$ cat src/rtl/axi_arb_pkg.sv
// Shared types for the AXI arbiters: FSM encoding and burst-length width.
package axi_arb_pkg;

  typedef enum logic [1:0] {ARB_IDLE, ARB_AW, ARB_W, ARB_B} arb_state_e;

  localparam int AXI_LEN_W = 8;

endpackage

$ cat src/rtl/axi_rr_picker.sv
// Combinational round-robin picker: one-hot grant of the first request at or after i_ptr, wrapping.
module axi_rr_picker #(
  parameter int N     = 2,
  parameter int PTR_W = (N > 1) ? $clog2(N) : 1
) (
  input  logic [N-1:0]     i_req,
  input  logic [PTR_W-1:0] i_ptr,
  output logic [N-1:0]     o_gnt
);

  logic w_found;

  // First pass covers [ptr, N-1]; the second pass wraps to [0, ptr-1].
  always_comb begin
    o_gnt   = '0;
    w_found = 1'b0;
    for (int i = 0; i < N; i++) begin
      if (!w_found && i_req[i] && (i >= int'(i_ptr))) begin
        o_gnt[i] = 1'b1;
        w_found  = 1'b1;
      end
    end
    for (int i = 0; i < N; i++) begin
      if (!w_found && i_req[i]) begin
        o_gnt[i] = 1'b1;
        w_found  = 1'b1;
      end
    end
  end

endmodule

$ cat src/rtl/axi_wr_arbiter.sv
// N-to-1 AXI write arbiter: round-robin, one burst in flight, grant held from AW through B.
module axi_wr_arbiter
  import axi_arb_pkg::*;
#(
  parameter int NUM_MASTERS = 2,
  parameter int ID_WIDTH    = 4,
  parameter int ADDR_WIDTH  = 32,
  parameter int DATA_WIDTH  = 32,
  parameter int STRB_WIDTH  = DATA_WIDTH / 8
) (
  input  logic                              sig_clock,
  input  logic                              sig_reset,
  input  logic [NUM_MASTERS-1:0]            m_awvalid,
  output logic [NUM_MASTERS-1:0]            m_awready,
  input  logic [NUM_MASTERS*ID_WIDTH-1:0]   m_awid,
  input  logic [NUM_MASTERS*ADDR_WIDTH-1:0] m_awaddr,
  input  logic [NUM_MASTERS*8-1:0]          m_awlen,
  input  logic [NUM_MASTERS*3-1:0]          m_awsize,
  input  logic [NUM_MASTERS*2-1:0]          m_awburst,
  input  logic [NUM_MASTERS-1:0]            m_wvalid,
  output logic [NUM_MASTERS-1:0]            m_wready,
  input  logic [NUM_MASTERS*DATA_WIDTH-1:0] m_wdata,
  input  logic [NUM_MASTERS*STRB_WIDTH-1:0] m_wstrb,
  input  logic [NUM_MASTERS-1:0]            m_wlast,
  output logic [NUM_MASTERS-1:0]            m_bvalid,
  input  logic [NUM_MASTERS-1:0]            m_bready,
  output logic [ID_WIDTH-1:0]               m_bid,
  output logic [1:0]                        m_bresp,
  output logic                              s_awvalid,
  input  logic                              s_awready,
  output logic [ID_WIDTH-1:0]               s_awid,
  output logic [ADDR_WIDTH-1:0]             s_awaddr,
  output logic [7:0]                        s_awlen,
  output logic [2:0]                        s_awsize,
  output logic [1:0]                        s_awburst,
  output logic                              s_wvalid,
  input  logic                              s_wready,
  output logic [DATA_WIDTH-1:0]             s_wdata,
  output logic [STRB_WIDTH-1:0]             s_wstrb,
  output logic                              s_wlast,
  input  logic                              s_bvalid,
  output logic                              s_bready,
  input  logic [ID_WIDTH-1:0]               s_bid,
  input  logic [1:0]                        s_bresp,
  output logic [NUM_MASTERS-1:0]            grant,
  output logic                              err_wlast
);

  localparam int N     = NUM_MASTERS;
  localparam int PTR_W = $clog2(N);

  arb_state_e           r_state;
  arb_state_e           w_state_nxt;
  logic [N-1:0]         r_grant;
  logic [N-1:0]         w_pick;
  logic [PTR_W-1:0]     r_rr_ptr;
  logic [PTR_W-1:0]     w_gidx;
  logic [AXI_LEN_W-1:0] r_beat_cnt;
  logic                 r_err_wlast;

  logic                  w_awvalid_g;
  logic [ID_WIDTH-1:0]   w_awid_g;
  logic [ADDR_WIDTH-1:0] w_awaddr_g;
  logic [7:0]            w_awlen_g;
  logic [2:0]            w_awsize_g;
  logic [1:0]            w_awburst_g;
  logic                  w_wvalid_g;
  logic [DATA_WIDTH-1:0] w_wdata_g;
  logic [STRB_WIDTH-1:0] w_wstrb_g;
  logic                  w_wlast_g;
  logic                  w_bready_g;
  logic                  w_aw_hs;
  logic                  w_w_hs;
  logic                  w_b_hs;

  axi_rr_picker #(.N(N), .PTR_W(PTR_W)) u_picker (
    .i_req (m_awvalid),
    .i_ptr (r_rr_ptr),
    .o_gnt (w_pick)
  );

  // Grant is one-hot or zero, so an AND-OR mux selects the owner's channels.
  always_comb begin
    w_awvalid_g = 1'b0;
    w_awid_g    = '0;
    w_awaddr_g  = '0;
    w_awlen_g   = '0;
    w_awsize_g  = '0;
    w_awburst_g = '0;
    w_wvalid_g  = 1'b0;
    w_wdata_g   = '0;
    w_wstrb_g   = '0;
    w_wlast_g   = 1'b0;
    w_bready_g  = 1'b0;
    w_gidx      = '0;
    for (int i = 0; i < N; i++) begin
      if (r_grant[i]) begin
        w_awvalid_g = m_awvalid[i];
        w_awid_g    = m_awid[i*ID_WIDTH +: ID_WIDTH];
        w_awaddr_g  = m_awaddr[i*ADDR_WIDTH +: ADDR_WIDTH];
        w_awlen_g   = m_awlen[i*8 +: 8];
        w_awsize_g  = m_awsize[i*3 +: 3];
        w_awburst_g = m_awburst[i*2 +: 2];
        w_wvalid_g  = m_wvalid[i];
        w_wdata_g   = m_wdata[i*DATA_WIDTH +: DATA_WIDTH];
        w_wstrb_g   = m_wstrb[i*STRB_WIDTH +: STRB_WIDTH];
        w_wlast_g   = m_wlast[i];
        w_bready_g  = m_bready[i];
        w_gidx      = PTR_W'(i);
      end
    end
  end

  assign w_aw_hs = (r_state == ARB_AW) && w_awvalid_g && s_awready;
  assign w_w_hs  = (r_state == ARB_W)  && w_wvalid_g  && s_wready;
  assign w_b_hs  = (r_state == ARB_B)  && s_bvalid    && w_bready_g;

  always_ff @(posedge sig_clock or negedge sig_reset) begin
    if (!sig_reset) r_state <= ARB_IDLE;
    else            r_state <= w_state_nxt;
  end

  always_comb begin
    w_state_nxt = r_state;
    case (r_state)
      ARB_IDLE: if (|m_awvalid) w_state_nxt = ARB_AW;
      ARB_AW:   if (w_aw_hs) w_state_nxt = ARB_W;
      ARB_W:    if (w_w_hs && (r_beat_cnt == '0)) w_state_nxt = ARB_B;
      ARB_B:    if (w_b_hs) w_state_nxt = ARB_IDLE;
      default:  w_state_nxt = ARB_IDLE;
    endcase
  end

  always_comb begin
    s_awvalid = (r_state == ARB_AW) && w_awvalid_g;
    m_awready = r_grant & {N{(r_state == ARB_AW) && s_awready}};
    s_awid    = w_awid_g;
    s_awaddr  = w_awaddr_g;
    s_awlen   = w_awlen_g;
    s_awsize  = w_awsize_g;
    s_awburst = w_awburst_g;
    s_wvalid  = (r_state == ARB_W) && w_wvalid_g;
    m_wready  = r_grant & {N{(r_state == ARB_W) && s_wready}};
    s_wdata   = w_wdata_g;
    s_wstrb   = w_wstrb_g;
    s_wlast   = w_wlast_g;
    m_bvalid  = r_grant & {N{(r_state == ARB_B) && s_bvalid}};
    s_bready  = (r_state == ARB_B) && w_bready_g;
    m_bid     = s_bid;
    m_bresp   = s_bresp;
    grant     = r_grant;
    err_wlast = r_err_wlast;
  end

  // beat_cnt holds beats remaining minus one; it stops at zero, so awlen=255 never wraps.
  always_ff @(posedge sig_clock or negedge sig_reset) begin
    if (!sig_reset) begin
      r_grant     <= '0;
      r_rr_ptr    <= '0;
      r_beat_cnt  <= '0;
      r_err_wlast <= 1'b0;
    end else begin
      r_err_wlast <= w_w_hs && (w_wlast_g != (r_beat_cnt == '0));
      if ((r_state == ARB_IDLE) && (|m_awvalid)) r_grant <= w_pick;
      if (w_aw_hs) r_beat_cnt <= w_awlen_g;
      else if (w_w_hs && (r_beat_cnt != '0)) r_beat_cnt <= r_beat_cnt - 1'b1;
      if (w_b_hs) begin
        r_grant  <= '0;
        r_rr_ptr <= (w_gidx == PTR_W'(N - 1)) ? '0 : w_gidx + 1'b1;
      end
    end
  end

endmodule

$ cat config.mk
export PLATFORM = sky130hd
export DESIGN_NAME = axi_wr_arbiter
export DESIGN_NICKNAME = d
export VERILOG_FILES = /design/src/rtl/axi_arb_pkg.sv /design/src/rtl/axi_rr_picker.sv /design/src/rtl/axi_wr_arbiter.sv
export SDC_FILE = /design/constraint.sdc
export NUM_CORES = 1
export LEC_CHECK = 0
export ABC_AREA = 1
export CAP_MARGIN = 20
export CORE_AREA = 3 3 113 115
export DETAILED_ROUTE_END_ITERATION = 10
export DIE_AREA = 0 0 116 118
export PLACE_DENSITY_LB_ADDON = 0.3
export SLEW_MARGIN = 20
export SYNTH_ARGS = -nofsm -noshare
export SYNTH_HDL_FRONTEND = slang
export SYNTH_SLANG_ARGS = --single-unit
$ cat constraint.sdc
create_clock -name sig_clock -period 4.8 [get_ports sig_clock]
set_clock_uncertainty 0.05 [all_clocks]
set_input_delay 0.96 -clock sig_clock [delete_from_list [all_inputs] [get_ports sig_clock]]
set_output_delay 0.96 -clock sig_clock [all_outputs]
set_load 0.005 [all_outputs]
; ---- Word-level counts from Yosys, hierarchy flattened
; Cells that the tools add are included.
[classes]
muxes = 39
bitwise = 3
reduce_logical = 27
order_cmp = 1
add_sub_neg = 2
n_mul = 0
n_div = 0
n_shift = 0
n_eq_ne = 8
[op_table]
columns = cell, n
row1 = $mux W32, 4
row2 = $mux W8, 4
row3 = $logic_and A1 B1 Y1, 17
row4 = $mux W1, 16
row5 = $mux W2, 8
row6 = $mux W4, 4
row7 = $logic_not A8 Y1, 1
row8 = $pmux W2 S4, 1
row9 = $reduce_bool A8 Y1, 1
row10 = $sub A8 B1 Y8 const B, 1
row11 = $and A2 B2 Y2, 3
row12 = $mux W3, 2
row13 = $ne A2 B2 Y1 const B, 3
row14 = $eq A2 B2 Y1 const B, 2
row15 = $reduce_and A4 Y1, 1
row16 = $reduce_bool A2 Y1, 2
row17 = $logic_not A1 Y1, 3
row18 = $eq A2 B1 Y1 const B, 1
row19 = $logic_not A2 Y1, 1
row20 = $ne A2 B1 Y1 const B, 1
row21 = $reduce_or A2 Y1, 1
row22 = $add A1 B1 Y1 const B, 1
row23 = $ge A1 B1 Y1 const A, 1
row24 = $ne A1 B1 Y1, 1
[word_totals]
elab_cells = 85
mem_bits_rw = 0
romBits = 0
latchBits = 0
regBits = 14
out_inout_bits = 104
memories = 0
in_bits = 189

; ---- Logic depth before layout (Yosys ltp)
; Gate-level depths: netlist of the first run.
[depth]
ltp_word = 14
depth_mapped = 11
mapped_depth_nobuf = 11

; ---- Modules after synthesis
; Synthesis of the first run repeated with hierarchy kept, for this count alone.
[hier_totals]
cells_unflattened = 286
area_unflattened_um2 = 2087.0
[by_module_without_submodules]
columns = module, area_each_um2, seq_area_each_um2, cells_each, instances
row1 = axi_wr_arbiter, 2059.5, 350.3, 282, 1
row2 = axi_rr_picker, 27.5, 0.0, 4, 1

; ---- Least setup slack after synthesis of the first run
; Ideal clock, no wire load.
[synth_path]
kind = input to output
start = in m_awvalid[1]
end = out s_awvalid
path_buffers = 0
slack_ns = 2.489
arrival_ns = 1.301
path_stages = 3
t_required_ns = 3.790
cell_sequence = inv_1 > nand2_1 > and3_1
[synth_via]
elab_chain_cells = 2
[synth_lines]
columns = element, line_no
row1 = from (decl), axi_wr_arbiter.sv:13  ; input logic [NUM_MASTERS-1:0] m_awvalid,
row2 = $mux W1, axi_wr_arbiter.sv:97  ; if (r_grant[i]) begin
row3 = $logic_and A1 B1 Y1, axi_wr_arbiter.sv:135  ; s_awvalid = (r_state == ARB_AW) && w_awvalid_g;
row4 = to (decl), axi_wr_arbiter.sv:29  ; output logic s_awvalid,
; No other way between the ends.

; ---- Worst setup path after layout of the first run
[layout_path]
start = reg r_grant[1], in the netlist grant[1]
end = out s_awlen[2]
[layout_via]
elab_chain_cells = 1
[layout_lines]
columns = element, line_no
row1 = from (decl), axi_wr_arbiter.sv:54  ; logic [N-1:0] r_grant;
row2 = from (signal assigned), axi_wr_arbiter.sv:164  ; if ((r_state == ARB_IDLE) && (|m_awvalid)) r_grant <= w_pick;
row3 = $mux W8, axi_wr_arbiter.sv:97
row4 = to (decl), axi_wr_arbiter.sv:33  ; output logic [7:0] s_awlen,
; No other way between the ends.

==> results.sh, run 1 <==
export IMPL_syn_nets=479
export IMPL_drt_pass1_iter_count=4
export IMPL_dieArea_sq_um=13700
export IMPL_fp_dieW_microns=116
export IMPL_slew_viol_final=0
export IMPL_reg2reg_from="grant[1]"
export IMPL_cts_setup_buffers=0
export IMPL_leakage_nw=2.13
export IMPL_core_sq_um=11900
export IMPL_final_antenna_net_count=0
export IMPL_ir_worst_vdd_uv=277
export IMPL_initial_utilization=0.175
export IMPL_antenna_cells=0
export IMPL_critPathSlowestCell="inv_4"
export IMPL_netlist_instances=283
export IMPL_dpl_hpwl_microns=10300
export IMPL_whs_path_depth=2
export IMPL_synthDistinctLibCells=33
export IMPL_crit_chain="inv_6 > nand2_4 > inv_4 > a22oi_1 > inv_1 > clkdlybuf4s50_1"
export IMPL_stdcell_count=687
export IMPL_clock_path_buffers=2
export IMPL_row_count=40
export IMPL_max_freq_ghz=0.295
export IMPL_synth_area_sq_um=2080
export IMPL_cp_arrival_ns=2.38
export IMPL_hold_viol=0
export IMPL_min_from="r_rr_ptr"
export IMPL_p_per_area_nw_per_um2=472
export IMPL_crit_reg2reg_capture="r_state[0]"
export IMPL_cpPeakStageDelay_ns=0.59
export IMPL_worstSetupStartpointType="flip-flop"
export IMPL_yosysTopAreaCellShare=0.340
export IMPL_status="finished, final reports clean"
export IMPL_synthArstFlopShare=1.00
export IMPL_relSlewSlack=0.369
export IMPL_cts_tree="yes"
export IMPL_hold_buffers=0
export IMPL_setup_violations=0
export IMPL_syn2layout_area_growth_pct=139
export IMPL_hold_path_class="reg -> reg"
export IMPL_path_max_fanout=86
export IMPL_crit_type="reg -> out"
export IMPL_wl_per_cell_microns=17.9
export IMPL_tightest_slew_ns=0.946
export IMPL_critical_path_required_ns=3.79
export IMPL_io_pins=293
export IMPL_clock_latency_ns=0.24
export IMPL_fin_crit_ns=3.39
export IMPL_grt_pass1_wl_microns=18000
export IMPL_grt_max_degree=92
export IMPL_critical_path_top_delay_family="buffers and inverters"
export IMPL_period_share=0.706
export IMPL_yosysMostFrequentCell="a22o_1"
export IMPL_htree_levels=1
export IMPL_clk_pin_slew_ns=0.05
export IMPL_r2r_cells=9
export IMPL_antenna_found_initial=0
export IMPL_dp_cells=683
export IMPL_grt_overflow=0
export IMPL_synth_top_flop_cell="dfrtp_1"
export IMPL_drive_above_1_share=0.0481
export IMPL_ys_top_cells_by_area="a22o_1 (34%), dfrtp_1 (17%), nand2_1 (8.8%)"
export IMPL_nNetsFinal=737
export IMPL_grt_pass1_vias=3284
export IMPL_whs_endpoint="r_rr_ptr"
export IMPL_post_cts_resized=0
export IMPL_ff2ff_setup_slack_ns=2.61
export IMPL_cap_violations=0
export IMPL_grt_usage=0.168
export IMPL_drc=0
export IMPL_fin_tns_setup_ns=0
export IMPL_vias=3136
export IMPL_drt_vias_per_instance=4.56
export IMPL_yosysSeqAreaShare=0.168
export IMPL_end_kind="primary output"
export IMPL_routed_wl_microns=12300
export IMPL_clock_sinks=14
export IMPL_synth_edf_count=0
export IMPL_synth_common_cells="a22o_1 (81), nand2_1 (49), nand3_1 (30)"
export IMPL_rsz0062_at_grt="no"
export IMPL_numCtsBuffers=3
export IMPL_yosysTopAreaCell="a22o_1"
export IMPL_ys_warn_count=0
export IMPL_postSynthAreaPerCell_sq_um=7.37
export IMPL_path_buf_inv=4
export IMPL_first_iter_violations=160
export IMPL_ys_ff_latch=14
export IMPL_dieHeight_microns=118
export IMPL_cts_root_buf="clkbuf_16"
export IMPL_port_buffers=280
export IMPL_place_gp_congestion=0.851
[through the flow]
stage               setup slack (ns)  power [mW]  instance area (sq um)   util  hold slack [ns]
CTS                             1.39        2.38                   4980  0.418            0.441
floorplan                       2.49        1.19                   2080      -            0.404
global placement                1.45        2.17                   4890  0.410            0.429
detailed placement              1.44        2.18                   4890  0.410            0.428
global route                    1.21        2.55                   4980  0.418            0.482
finish                          1.41        2.35                   4980  0.418            0.444
[worst max path at each step]
stage	start	end	slack, ns	depth (start not counted)
after global placement	m_awvalid[1]	s_awvalid	1.45	5
after floorplan	m_awvalid[1]	s_awvalid	2.49	3
after CTS	grant[0]	s_awlen[2]	1.39	5
final	grant[1]	s_awlen[2]	1.41	6
after detailed placement	m_awvalid[1]	s_awvalid	1.44	5
after global routing	grant[0]	s_awlen[0]	1.21	5
[power by group]
group          internal, mW  switching, mW
Sequential            0.170         0.0550
Clock                 0.127         0.0512
Combinational          1.09          0.857
Total                  1.39          0.963
[final cells by class]
cell class,count,area (sq um)
clock buffers,4,88.8
repair buffers,281,2810
multi-input cells,217,1440
flip-flops and latches,14,352
inverters,24,97.6
fillers,1213,6940
well taps,147,184
[state kept, by name (all words and copies together), names as in the netlist]
register    cells
err_wlast       1
r_beat_cnt      8
r_rr_ptr        1
r_state         2
grant           2
[cell usage in the layout, fill, tap and decap left out, types with 2 or more instances in the layout]
cell type	count
o21ai_0	6
nand2_2	6
and3_1	2
nand3_1	30
a22o_1	81
o21ai_1	2
nand4_1	2
inv_1	19
nor2_1	13
nand3b_1	2
nor2_4	2
a22oi_1	2
nand2_1	49
clkbuf_16	3
nand3_2	2
clkdlybuf4s50_1	280
xor2_1	2
ha_1	7
dfrtp_1	13
inv_2	3
[cells by family after synthesis]
kind of cell	Yosys count	synth area share
compound gates	95	0.382
simple gates	113	0.260
fa+ha+maj	7	0.0420
buf+inv	52	0.139
xor+xnor	2	0.00840
flops	14	0.168
[worst register-to-register path, cell delays in order, from the launching register on]
cell and delay (ns):
dfrtp_2 0.39, buf_4 0.72, nand2_1 0.21, nand3_2 0.33, nand2_1 0.09, nand2_1 0.09
nor2_2 0.05, nand2_1 0.07, nand2_1 0.06, nand2_1 0.07
[routing by layer]
metal | GRT usage | part of all wire | vias up
li1 | - | - | 1543
met1 | 0.196 | 0.40 | 1421
met2 | 0.294 | 0.49 | 160
met3 | 0.0627 | 0.10 | 12
met4 | 0.0254 | 0.012 | 0
met5 | 0 | 0 | -
Power figures use the tool's default switching activity.
==> run 2, diff against run 1 <==
- CORE_AREA: 3 3 113 115 -> 3 3 114 116
- DIE_AREA: 0 0 116 118 -> 0 0 117 119
- clock period: 4.8 -> 3.55 ns (I/O delays scaled with it)
==> run 2 against run 1 <==
Against the previous run:
- flip-flop and latch count unchanged
- die area up 1.7%
- register-to-register slack worse by 1.2 ns
- final cell count up 0.15%
- first-iteration DRC count down 23%
- clock power up 37%
- count of clock-buffer cells in the layout unchanged
- largest cell class unchanged
- non-clock buffer count up 1
- power up 36%
- core utilization down 0.18 points
- setup slack worse by 0.92 ns
- worst hold slack worse by 0.0076 ns
==> results.sh, run 2 (synthesis gave the netlist of run 1 again) <==
export IMPL_htree_levels=1
export IMPL_syn2layout_area_growth_pct=140
export IMPL_core_sq_um=12000
export IMPL_cts_tree="yes"
export IMPL_leakage_nw=2.14
export IMPL_antenna_found_initial=0
export IMPL_dp_cells=684
export IMPL_largest_reg_flops=8
export IMPL_critical_path_required_ns=2.79
export IMPL_stdcell_count=688
export IMPL_p_per_area_nw_per_um2=641
export IMPL_cts_setup_buffers=0
export IMPL_layout_common_cells="clkdlybuf4s50_1 (280), a22o_1 (81), nand2_1 (49)"
export IMPL_hold_viol=0
export IMPL_first_iter_violations=124
export IMPL_numCtsBuffers=3
export IMPL_post_cts_resized=0
export IMPL_path_max_fanout=91
export IMPL_fillers=1220
export IMPL_place_gp_congestion=0.841
export IMPL_wl_per_cell_microns=17.3
export IMPL_row_count=40
export IMPL_ir_worst_vdd_uv=293
export IMPL_end_kind="primary output"
export IMPL_worstSetupStartpointType="flip-flop"
export IMPL_dieArea_sq_um=13900
export IMPL_multi_input_area_sq_um=1440
export IMPL_status="finished, final reports clean"
export IMPL_rsz0062_at_grt="no"
export IMPL_regMostFlops="r_beat_cnt"
export IMPL_cap_violations=0
export IMPL_grt_usage=0.157
export IMPL_area_sequential_sq_um=352
export IMPL_drt_vias_per_instance=4.65
export IMPL_nNetsFinal=738
export IMPL_clk_pin_slew_ns=0.05
export IMPL_clock_latency_ns=0.25
export IMPL_routed_wl_microns=11900
export IMPL_final_common_cell="clkdlybuf4s50_1"
export IMPL_initial_utilization=0.174
export IMPL_drc=0
export IMPL_setup_violations=0
export IMPL_grt_pass1_wl_microns=17300
export IMPL_crit_type="reg -> out"
export IMPL_max_freq_ghz=0.327
export IMPL_cts_root_buf="clkbuf_16"
export IMPL_grt_overflow=0
export IMPL_clock_sinks=14
export IMPL_hold_path_class="reg -> reg"
export IMPL_fp_dieW_microns=117
export IMPL_io_pins=293
export IMPL_dieHeight_microns=119
export IMPL_final_antenna_net_count=0
export IMPL_cp_arrival_ns=2.30
export IMPL_drt_pass1_iter_count=4
export IMPL_grt_pass1_vias=3169
export IMPL_slew_viol_final=0
export IMPL_grt_max_degree=92
export IMPL_relSlewSlack=0.391
export IMPL_port_buffers=280
export IMPL_fin_crit_ns=3.06
export IMPL_fin_tns_setup_ns=0
export IMPL_drive_above_1_share=0.0499
export IMPL_period_share=0.862
export IMPL_clock_path_buffers=2
export IMPL_tightest_slew_ns=0.914
export IMPL_dpl_hpwl_microns=10000
export IMPL_vias=3200
export IMPL_hold_buffers=0
export IMPL_antenna_cells=0
## run 2: final timing paths
check	cells after the start	from	slack, ns	endpoint
max reg2reg	9	grant[1]	1.41	r_state[0]
min reg2reg	2	r_rr_ptr	0.44	r_rr_ptr
min in group asynchronous	1	sig_reset	0.83	grant[0]
max	4	grant[1]	0.49	s_awlen[0]
min	2	r_rr_ptr	0.44	r_rr_ptr
max in group asynchronous	1	sig_reset	2.15	grant[1]
## run 2: metal layers
metal / part of all wire / vias up / wire length, microns / GRT usage
li1: - / 1542 / - / -
met1: 0.39 / 1473 / 4600 / 0.183
met2: 0.51 / 173 / 6010 / 0.280
met3: 0.097 / 12 / 1150 / 0.0544
met4: 0.011 / 0 / 131 / 0.0237
met5: 0 / - / 0 / 0
## run 2: power breakdown
part | internal, mW | switching, mW
clock network | 0.171 | 0.0730
registers | 0.230 | 0.0753
logic | 1.50 | 1.16
## run 2: through the flow
stage	hold WS (ns)	util	power, mW	instance area, sq um	worst slack, ns
finish	0.436	0.416	3.20	5000	0.488
global route	0.464	0.416	3.47	5000	0.333
CTS	0.440	0.416	3.24	5000	0.467
detailed placement	0.427	0.409	2.98	4910	0.677
global placement	0.435	0.409	2.96	4910	0.695
floorplan	0.364	-	1.61	2080	1.65
## run 2: final cells by class
type	count	area share
Timing Repair Buffer	282	0.566
Clock buffer	4	0.0178
Multi-Input combinational cell	217	0.289
Tap cell	147	0.0368
Sequential cell	14	0.0704
Inverter	24	0.0195
## run 2: worst max-delay path, cell delays in order, from the launching register on
cell	delay, ns
dfrtp_2	0.39
buf_4	0.70
a22oi_1	0.28
inv_1	0.11
clkdlybuf4s50_1	0.50
